[config.mk]
export PLATFORM = sky130hd
export DESIGN_NAME = loadip_stream_reader
export DESIGN_NICKNAME = d
export VERILOG_FILES = /design/src/rtl/loadip_stream_reader_pkg.sv /design/src/rtl/loadip_skid_fifo.sv /design/src/rtl/loadip_stream_reader.sv
export SDC_FILE = /design/constraint.sdc
export NUM_CORES = 1
export LEC_CHECK = 0
export ABC_AREA = 1
export CAP_MARGIN = 10
export CORE_MARGIN = 4
export CORE_UTILIZATION = 57
export DETAILED_ROUTE_END_ITERATION = 6
export GPL_ROUTABILITY_DRIVEN = 0
export PLACE_DENSITY_LB_ADDON = 0.25
export SLEW_MARGIN = 20
export SYNTH_ARGS = -nofsm -noshare
export SYNTH_HDL_FRONTEND = slang
export SYNTH_SLANG_ARGS = --single-unit
[constraint.sdc]
create_clock -name i_clk -period 6.6 [get_ports i_clk]
set_clock_uncertainty 0.2 [all_clocks]
set_input_delay 0.66 -clock i_clk [delete_from_list [all_inputs] [get_ports i_clk]]
set_output_delay 0.66 -clock i_clk [all_outputs]
set_load 0.005 [all_outputs]
[src/rtl/loadip_stream_reader_pkg.sv]
// Shared definitions for the load-buffer stream reader: FSM encoding and skid depth.
package loadip_stream_reader_pkg;

  typedef enum logic [2:0] {
    IDLE     = 3'd0,
    ACTIVATE = 3'd1,
    STREAM   = 3'd2,
    DRAIN    = 3'd3,
    RELEASE  = 3'd4
  } reader_state_t;

  localparam int SKID_DEPTH = 2;

endpackage

[src/rtl/loadip_skid_fifo.sv]
// Two-entry data+last FIFO that absorbs downstream backpressure for the stream reader.
module loadip_skid_fifo
  import loadip_stream_reader_pkg::*;
#(
  parameter int DATA_WIDTH = 16
) (
  input  logic                  i_clk,
  input  logic                  i_rst_n,
  input  logic                  i_push,
  input  logic [DATA_WIDTH-1:0] i_push_data,
  input  logic                  i_push_last,
  input  logic                  i_pop,
  output logic [DATA_WIDTH-1:0] o_data,
  output logic                  o_last,
  output logic                  o_full,
  output logic                  o_empty
);

  logic [DATA_WIDTH-1:0] data_q [SKID_DEPTH];
  logic                  last_q [SKID_DEPTH];
  logic                  wr_ptr;
  logic                  rd_ptr;
  logic [1:0]            count;
  logic                  do_push;
  logic                  do_pop;

  assign o_full  = (count == 2'(SKID_DEPTH));
  assign o_empty = (count == 2'd0);
  assign do_push = i_push && !o_full;
  assign do_pop  = i_pop && !o_empty;
  assign o_data  = data_q[rd_ptr];
  assign o_last  = last_q[rd_ptr];

  always_ff @(posedge i_clk or negedge i_rst_n) begin
    if (!i_rst_n) begin
      for (int i = 0; i < SKID_DEPTH; i++) begin
        data_q[i] <= '0;
        last_q[i] <= 1'b0;
      end
      wr_ptr <= 1'b0;
      rd_ptr <= 1'b0;
      count  <= 2'd0;
    end else begin
      if (do_push) begin
        data_q[wr_ptr] <= i_push_data;
        last_q[wr_ptr] <= i_push_last;
        wr_ptr         <= ~wr_ptr;
      end
      if (do_pop) begin
        rd_ptr <= ~rd_ptr;
      end
      case ({do_push, do_pop})
        2'b10:   count <= count + 2'd1;
        2'b01:   count <= count - 2'd1;
        default: count <= count;
      endcase
    end
  end

endmodule

[src/rtl/loadip_stream_reader.sv]
// Drains one ping-pong buffer block per handshake and presents it as a valid/ready stream with tlast.
module loadip_stream_reader
  import loadip_stream_reader_pkg::*;
#(
  parameter int DATA_WIDTH = 16,
  parameter int CNT_WIDTH  = 16
) (
  input  logic                  i_clk,
  input  logic                  i_rst_n,
  input  logic                  i_rd_ready,
  output logic                  o_rd_activate,
  input  logic [CNT_WIDTH-1:0]  i_rd_cnt,
  input  logic [DATA_WIDTH-1:0] i_rdata,
  output logic                  o_rstrobe,
  output logic                  o_tvalid,
  input  logic                  i_tready,
  output logic [DATA_WIDTH-1:0] o_tdata,
  output logic                  o_tlast,
  output logic                  o_busy,
  output logic                  o_blk_done
);

  reader_state_t        state;
  reader_state_t        state_nxt;
  logic [CNT_WIDTH-1:0] rem_cnt;
  logic [CNT_WIDTH-1:0] rem_cnt_nxt;
  logic                 cooldown;
  logic                 fifo_push;
  logic                 fifo_pop;
  logic                 fifo_full;
  logic                 fifo_empty;
  logic                 fifo_single;

  assign fifo_pop      = o_tvalid && i_tready;
  assign fifo_single   = !fifo_empty && !fifo_full;
  assign o_tvalid      = !fifo_empty;
  assign o_rd_activate = (state != IDLE);
  assign o_busy        = (state != IDLE);
  assign o_blk_done    = (state == RELEASE);

  always_ff @(posedge i_clk or negedge i_rst_n) begin
    if (!i_rst_n) begin
      state    <= IDLE;
      rem_cnt  <= '0;
      cooldown <= 1'b0;
    end else begin
      state    <= state_nxt;
      rem_cnt  <= rem_cnt_nxt;
      cooldown <= (state == RELEASE);
    end
  end

  // DRAIN may leave as soon as the final beat is being accepted, so activate drops two cycles after it.
  always_comb begin
    state_nxt   = state;
    rem_cnt_nxt = rem_cnt;
    o_rstrobe   = 1'b0;
    fifo_push   = 1'b0;
    case (state)
      IDLE: begin
        if (i_rd_ready && !cooldown) begin
          state_nxt   = ACTIVATE;
          rem_cnt_nxt = i_rd_cnt;
        end
      end
      ACTIVATE: begin
        state_nxt = (rem_cnt == '0) ? RELEASE : STREAM;
      end
      STREAM: begin
        if (rem_cnt == '0) begin
          state_nxt = DRAIN;
        end else if (!fifo_full) begin
          o_rstrobe   = 1'b1;
          fifo_push   = 1'b1;
          rem_cnt_nxt = rem_cnt - 1'b1;
          if (rem_cnt == CNT_WIDTH'(1)) begin
            state_nxt = DRAIN;
          end
        end
      end
      DRAIN: begin
        if (fifo_empty || (fifo_single && fifo_pop)) begin
          state_nxt = RELEASE;
        end
      end
      RELEASE: begin
        state_nxt = IDLE;
      end
      default: begin
        state_nxt = IDLE;
      end
    endcase
  end

  loadip_skid_fifo #(
    .DATA_WIDTH(DATA_WIDTH)
  ) u_skid (
    .i_clk      (i_clk),
    .i_rst_n    (i_rst_n),
    .i_push     (fifo_push),
    .i_push_data(i_rdata),
    .i_push_last(rem_cnt == CNT_WIDTH'(1)),
    .i_pop      (fifo_pop),
    .o_data     (o_tdata),
    .o_last     (o_tlast),
    .o_full     (fifo_full),
    .o_empty    (fifo_empty)
  );

endmodule
==> flow_summary_export.csv, run 1 <==
group,metric,value,unit
synth,synth_edf_count,0,
sta,hold_viol_final,0,
sta,setup_viol_count_final,0,
worst_hold_path,hold_class,"primary input to async pin",
clocking,cts_max_path_buffers,2,
sta,whs,0.2623,ns
synth,yosysUniqueCellTypes,35,
synth,synth_nets,490,
place,dp_slack,3.733,ns
route,viasPerCell,5.034,
place,dp_hpwl,4871,um
floorplanning,die_w,83.77,um
worst_setup_path,required,5.74,ns
worst_setup_path,cp-start-kind,"register",
clocking,cts_tree,"yes",
clocking,clk_pin_slew,0.06,ns
route,wire_per_inst,11.84,um
synth,ys_seq_area_frac,0.4436,
worst_setup_path,end_kind,"output pin",
cells_and_area,fillers,434,
cells_and_area,layout-drive-gt1-share,0.08055,
synth,ys_ff_latch,58,
power_and_ir_drop,irDropWorstVdd,0.2570,mV
floorplanning,dieArea,7017,sq um
synth,syn_avg_cell_area,7.255,sq um
cells_and_area,nNetsFinal,543,
cells_and_area,fin_util,0.7313,
synth,synthCells,451,
floorplanning,coreArea,5540,sq um
sta,tns,0,ns
synth,synth_ff_type,"dfrtp_1",
power_and_ir_drop,leakage,2.114,nW
clocking,numCtsBuffers,9,
worst_setup_path,worstPathArrival,2.34,ns
cells_and_area,area_delta_synth_final,23.82,%
place,io_buffers,57,
sta,worst_pin_slew,0.7305,ns
sta,min_period,3.200,ns
sta,max_freq,0.3125,GHz
status,outcome,"finished clean",
floorplanning,rows,27,
flow_run,maxCapViolations,0,
floorplanning,io_pins,58,
synth,synthArstFlopShare,1.000,
floorplanning,initial_core_util,0.5906,
sta,fin_ws,3.400,ns
grt,antenna_found_initial,0,
cells_and_area,antenna_cells,0,
sta,period_share,0.4848,
grt,grt_pass1_vias,2812,
route,ant_nets,0,
clocking,ctsResizeCount,0,
grt,grt_max_degree,59,
clocking,cts_max_level,3,
route,initialDrtViolationCount,170,
route,dr.pass1.iters,4,
route,vias,2925,
grt,grt_pass1_wl,12360,um
place,placedInstanceArea,3832,sq um
power_and_ir_drop,p_per_area,534.8,nW/um^2
floorplanning,die_height,83.77,um
clocking,clkLatencyLatePin,0.33,ns
clocking,cts_setup_buffers,0,
synth,synth_top_area_frac,0.4436,
clocking,clkSinkCount,58,
clocking,cts_root_buf,"clkbuf_8",
synth,synth_top_area_cell,"dfrtp_1",
worst_setup_path,worst-setup-path-type,"register to output pin",
synth,syn_area,3272,sq um
synth,yosysMostFrequentCell,"nand2_1",
sta,rsz0062_at_grt,"no",
sta,slew_headroom,0.5130,
synth,ys_top_cells_by_count,"nand2_1 (207), dfrtp_1 (58), inv_1 (42)",
route,drc,0,
sta,maxSlewViolCount,0,
worst_setup_path,crit_fanout,18,
clocking,cts_hold_buf,0,
grt,grtUsageTotal,0.2134,
grt,grt-ovfl-total,0,
synth,yosys_warnings,0,
cells_and_area,fin_area,4051,sq um
route,wirelength,6877,um
synth,synth.area.top_cells,"dfrtp_1 (44%), nand2_1 (24%), o21ai_0 (6.0%)",
worst max-delay path, stage by stage, from the launching register on:
cell and delay, ns:
dfrtp_1 0.70, clkinv_1 0.60, nand2_1 0.20, nand2_1 0.07
clkdlybuf4s50_1 0.44
cells by family after synthesis:
kind of cell             after synthesis  synth area share
XOR/XNOR                               3          0.008032
flip-flops                            58            0.4436
adder cells (fa/ha/maj)                3           0.01147
AO/OA/AOI/OAI                         49           0.08069
AND/OR/NAND/NOR                      275            0.3694
buffers and inverters                 63           0.08680
per-layer routing:
layer,part of all wire,GRT usage
met5,0,0
met4,0.011,0.08480
met3,0.051,0.04344
met2,0.50,0.3767
met1,0.44,0.2532
state kept, by name, indices dropped and copies added, names as in the netlist:
register / cells
cooldown: 1
rem_cnt: 16
state: 3
u_skid.count: 2
u_skid.data_q: 32
u_skid.last_q: 2
u_skid.rd_ptr: 1
u_skid.wr_ptr: 1
report_power, final:
group          switching [mW]  leakage, nW  internal, mW
Clock                   0.142        0.109         0.222
Combinational           0.663         1.29         0.464
Sequential              0.143        0.719         0.533
Total                   0.948         2.11          1.22
through the flow:
stage | power [mW] | instances
floorplan | 1.488 | 451
global placement | 1.764 | 565
detailed placement | 1.820 | 565
CTS | 2.188 | 581
global route | 2.385 | 581
finish | 2.167 | 581
path summary, 6_finish.rpt:
check,startpoint,end,slack (ns),cells past startpoint
setup / recovery,u_skid.rd_ptr,o_tdata[13],3.40,4
hold / removal,i_rst_n,u_skid.data_q[17],0.26,2
setup reg to reg,state[0],u_skid.data_q[9],4.23,5
hold reg to reg,state[0],cooldown,0.26,1
max in group asynchronous,i_rst_n,state[0],5.44,2
min in group i_clk,state[0],cooldown,0.26,1
cells in the final DEF (no fill, tap or decap), types with 3 or more instances in the layout:
cell               n
a21oi_1            4
clkbuf_8          10
clkdlybuf4s50_1   56
dfrtp_1           58
ha_1               3
inv_1             42
nand2_1          207
nand2_2            4
nand2_4            3
nand3_1           21
nor2_1            24
nor2_2             4
nor2_4             3
o21ai_0           39
layout make-up:
type,instances,area (sq um),share of cell area
multi-input cells,330,1536,0.3792
flip-flops and latches,58,1451,0.3582
repair buffers,58,573.1,0.1414
inverters,47,181.4,0.04478
clock buffers,11,141.4,0.03490
well taps,72,90.09,0.02224
clock inverters,5,77.57,0.01915
Note: power is estimated with default switching activity, not from simulation.
==> run 2: changes to the inputs <==
--- a/config.mk
+++ b/config.mk
@@ -8,7 +8,7 @@
 export ABC_AREA = 1
 export CAP_MARGIN = 10
 export CORE_MARGIN = 4
-export CORE_UTILIZATION = 57
+export CORE_UTILIZATION = 48
 export DETAILED_ROUTE_END_ITERATION = 6
 export GPL_ROUTABILITY_DRIVEN = 0
 export PLACE_DENSITY_LB_ADDON = 0.25
==> constraint.sdc (replaced) <==
create_clock -name i_clk -period 2.8 [get_ports i_clk]
set_clock_uncertainty 0.2 [all_clocks]
set_input_delay 0.28 -clock i_clk [delete_from_list [all_inputs] [get_ports i_clk]]
set_output_delay 0.28 -clock i_clk [all_outputs]
set_load 0.005 [all_outputs]
==> run 2 against run 1 <==
Via count fell by 2.5%; power rose by 130%; hold slack got worse by 0.015 ns; worst setup slack got worse by 3.2 ns; sequential share of layout area rose by 0.14 points; final cell count rose by 1.4%; largest cell class unchanged; wire length rose by 2.5%; register-to-register slack got worse by 3.8 ns; utilization fell by 11 points; count of clock-buffer cells in the layout did not move; largest power group unchanged; first-iteration DRC count fell by 10%.
==> flow_summary_export.csv, run 2 (synthesized netlist as in run 1, its figures left out) <==
group,metric,value,unit
floorplanning,coreArea,6495,sq um
cells_and_area,nNetsFinal,546,
floorplanning,dieArea,8201,sq um
worst_setup_path,worstPathArrival,2.11,ns
route,wire_per_inst,11.96,um
sta,tns,0,ns
cells_and_area,area_delta_synth_final,23.33,%
clocking,cts_max_level,3,
worst_setup_path,startpoint,"rem_cnt[0]",
route,routed.top_layer,"met4",
worst_setup_path,worst-setup-path-type,"register to output pin",
floorplanning,die_height,90.56,um
clocking,numCtsBuffers,9,
clocking,cts_setup_buffers,0,
route,ant_nets,0,
route,viasPerCell,4.842,
grt,grtUsageTotal,0.1759,
grt,antenna_found_initial,0,
worst_setup_path,path_cells,"inv_1 > ha_1 > nand2_2 > nor2_8 > nand2_8 > nand3_1 > inv_1 > clkdlybuf4s50_1",
floorplanning,die_w,90.56,um
route,route.met2.wl,3360,um
cells_and_area,antenna_cells,0,
power_and_ir_drop,irDropWorstVdd,0.5019,mV
cells_and_area,top_register,"u_skid.data_q",
floorplanning,io_pins,58,
cells_and_area,fillers,606,
clocking,cts_tree,"yes",
sta,max_freq,0.3861,GHz
sta,slew_headroom,0.5021,
grt,grt-ovfl-total,0,
worst_setup_path,crit_slowest_cell,"clkdlybuf4s50_1",
power_and_ir_drop,switching_share,0.4541,
power_and_ir_drop,power_switching,2.258,mW
sta,worst_pin_slew,0.7450,ns
clocking,clkLatencyLatePin,0.33,ns
route,drc,0,
cells_and_area,layout-drive-gt1-share,0.08398,
floorplanning,initial_core_util,0.5038,
power_and_ir_drop,power_frac_seq,0.311,
cells_and_area,largest_register_ffs,32,
grt,grt_max_degree,59,
cells_and_area,reg_top3,"u_skid.data_q x32, rem_cnt x16, state x3",
worst_setup_path,end_kind,"output pin",
status,outcome,"finished clean",
route,dr.pass1.iters,4,
sta,min_period,2.590,ns
worst_setup_path,r2r-start,"rem_cnt[0]",
cells_and_area,multi_input_area,1536,sq um
worst_setup_path,crit_top_cell,"inv_1",
clocking,clkSinkCount,58,
sta,maxSlewViolCount,0,
power_and_ir_drop,p_per_area,1233,nW/um^2
clocking,cts_hold_buf,1,
route,initialDrtViolationCount,153,
place,dp_hpwl,4879,um
grt,grt_pass1_wl,11860,um
sta,hold_viol_final,0,
power_and_ir_drop,combPwrFrac,0.553,
clocking,ctsResizeCount,0,
route,vias,2852,
clocking,cts_root_buf,"clkbuf_8",
worst_setup_path,max_stage_delay,0.49,ns
sta,period_share,0.9251,
place,placedInstanceArea,3854,sq um
power_and_ir_drop,leakage,2.104,nW
worst_setup_path,cp-start-kind,"register",
clocking,clk_pin_slew,0.06,ns
worst_setup_path,crit_fanout,9,
grt,grt_pass1_vias,2630,
cells_and_area,final_common_cell,"nand2_1",
floorplanning,rows,29,
cells_and_area,final-seq-area,1451,sq um
route,wirelength,7046,um
route,wl_met3,356,um
cells_and_area,layout_common_cells,"nand2_1 (207), dfrtp_1 (58), clkdlybuf4s50_1 (56)",
power_and_ir_drop,p_int,2.716,mW
place,io_buffers,57,
flow_run,maxCapViolations,0,
route,met1_length,3273,um
sta,rsz0062_at_grt,"no",
sta,setup_viol_count_final,0,
cells_and_area,fin_area,4035,sq um
clocking,cts_max_path_buffers,2,
power_and_ir_drop,pwr-share-clk,0.135,
worst_setup_path,required,2.32,ns
worst_hold_path,hold_start,"state[0]",
worst_hold_path,hold_class,"register to register",
==> run 2: changes by cell type in the layout (fill, tap and decap cells not counted) <==
cell           before  now
buf_4               1    3
clkinvlp_4          1    2
bufinv_16           2    0
dlygate4sd3_1       0    1
clkinv_2            2    3
==> run 2: final cells by class <==
class	instances	share of cell area
Clock buffer	11	0.03504
Clock inverter	5	0.007442
Inverter	47	0.04496
Multi-Input combinational cell	330	0.3808
Sequential cell	58	0.3597
Tap cell	77	0.02388
Timing Repair Buffer	61	0.1482
==> run 2: per-stage QoR <==
step,power (mW),cells,hold WS (ns),utilization,worst slack [ns]
5_1_grt,5.438,589,0.2904,0.6213,0.04936
6_report,4.974,589,0.2469,0.6213,0.2098
3_3_place_gp,4.221,572,0.2392,0.5933,0.5842
2_1_floorplan,3.507,451,-0.2156,-,0.7320
3_5_place_dp,4.329,572,0.2432,0.5933,0.4493
4_1_cts,5.017,589,0.2513,0.6213,0.1934
==> run 2: metal layers <==
metal | global-route usage | up-vias
li1 | - | 1498
met1 | 0.2175 | 1285
met2 | 0.2940 | 64
met3 | 0.05250 | 5
met4 | 0.05612 | 0
met5 | 0 | -
==> run 2: worst paths after layout <==
kind	slack, ns	to	cells past startpoint
max in group asynchronous	1.50	u_skid.data_q[6]	3
worst max register to register	0.42	u_skid.data_q[6]	7
worst min register to register	0.25	cooldown	1
worst min-delay path	0.25	cooldown	1
min in group asynchronous	0.42	u_skid.data_q[18]	3
worst max-delay path	0.21	o_rstrobe	8
==> run 2: power groups by stage <==
stage	clock network (mW)	logic [mW]	registers, mW
2_1_floorplan	0	2.02	1.48
3_3_place_gp	0	2.68	1.54
3_5_place_dp	0	2.78	1.55
4_1_cts	0.691	2.78	1.54
5_1_grt	0.736	3.11	1.60
6_report	0.674	2.75	1.55
==> run 2: worst max-delay path: cells and delay by family, from the launching register on <==
kind,cells,cell delay (ns)
buffers and inverters,3,0.66
AND/OR/NAND/NOR,4,0.49
flip-flops,1,0.40
adder cells (fa/ha/maj),1,0.23
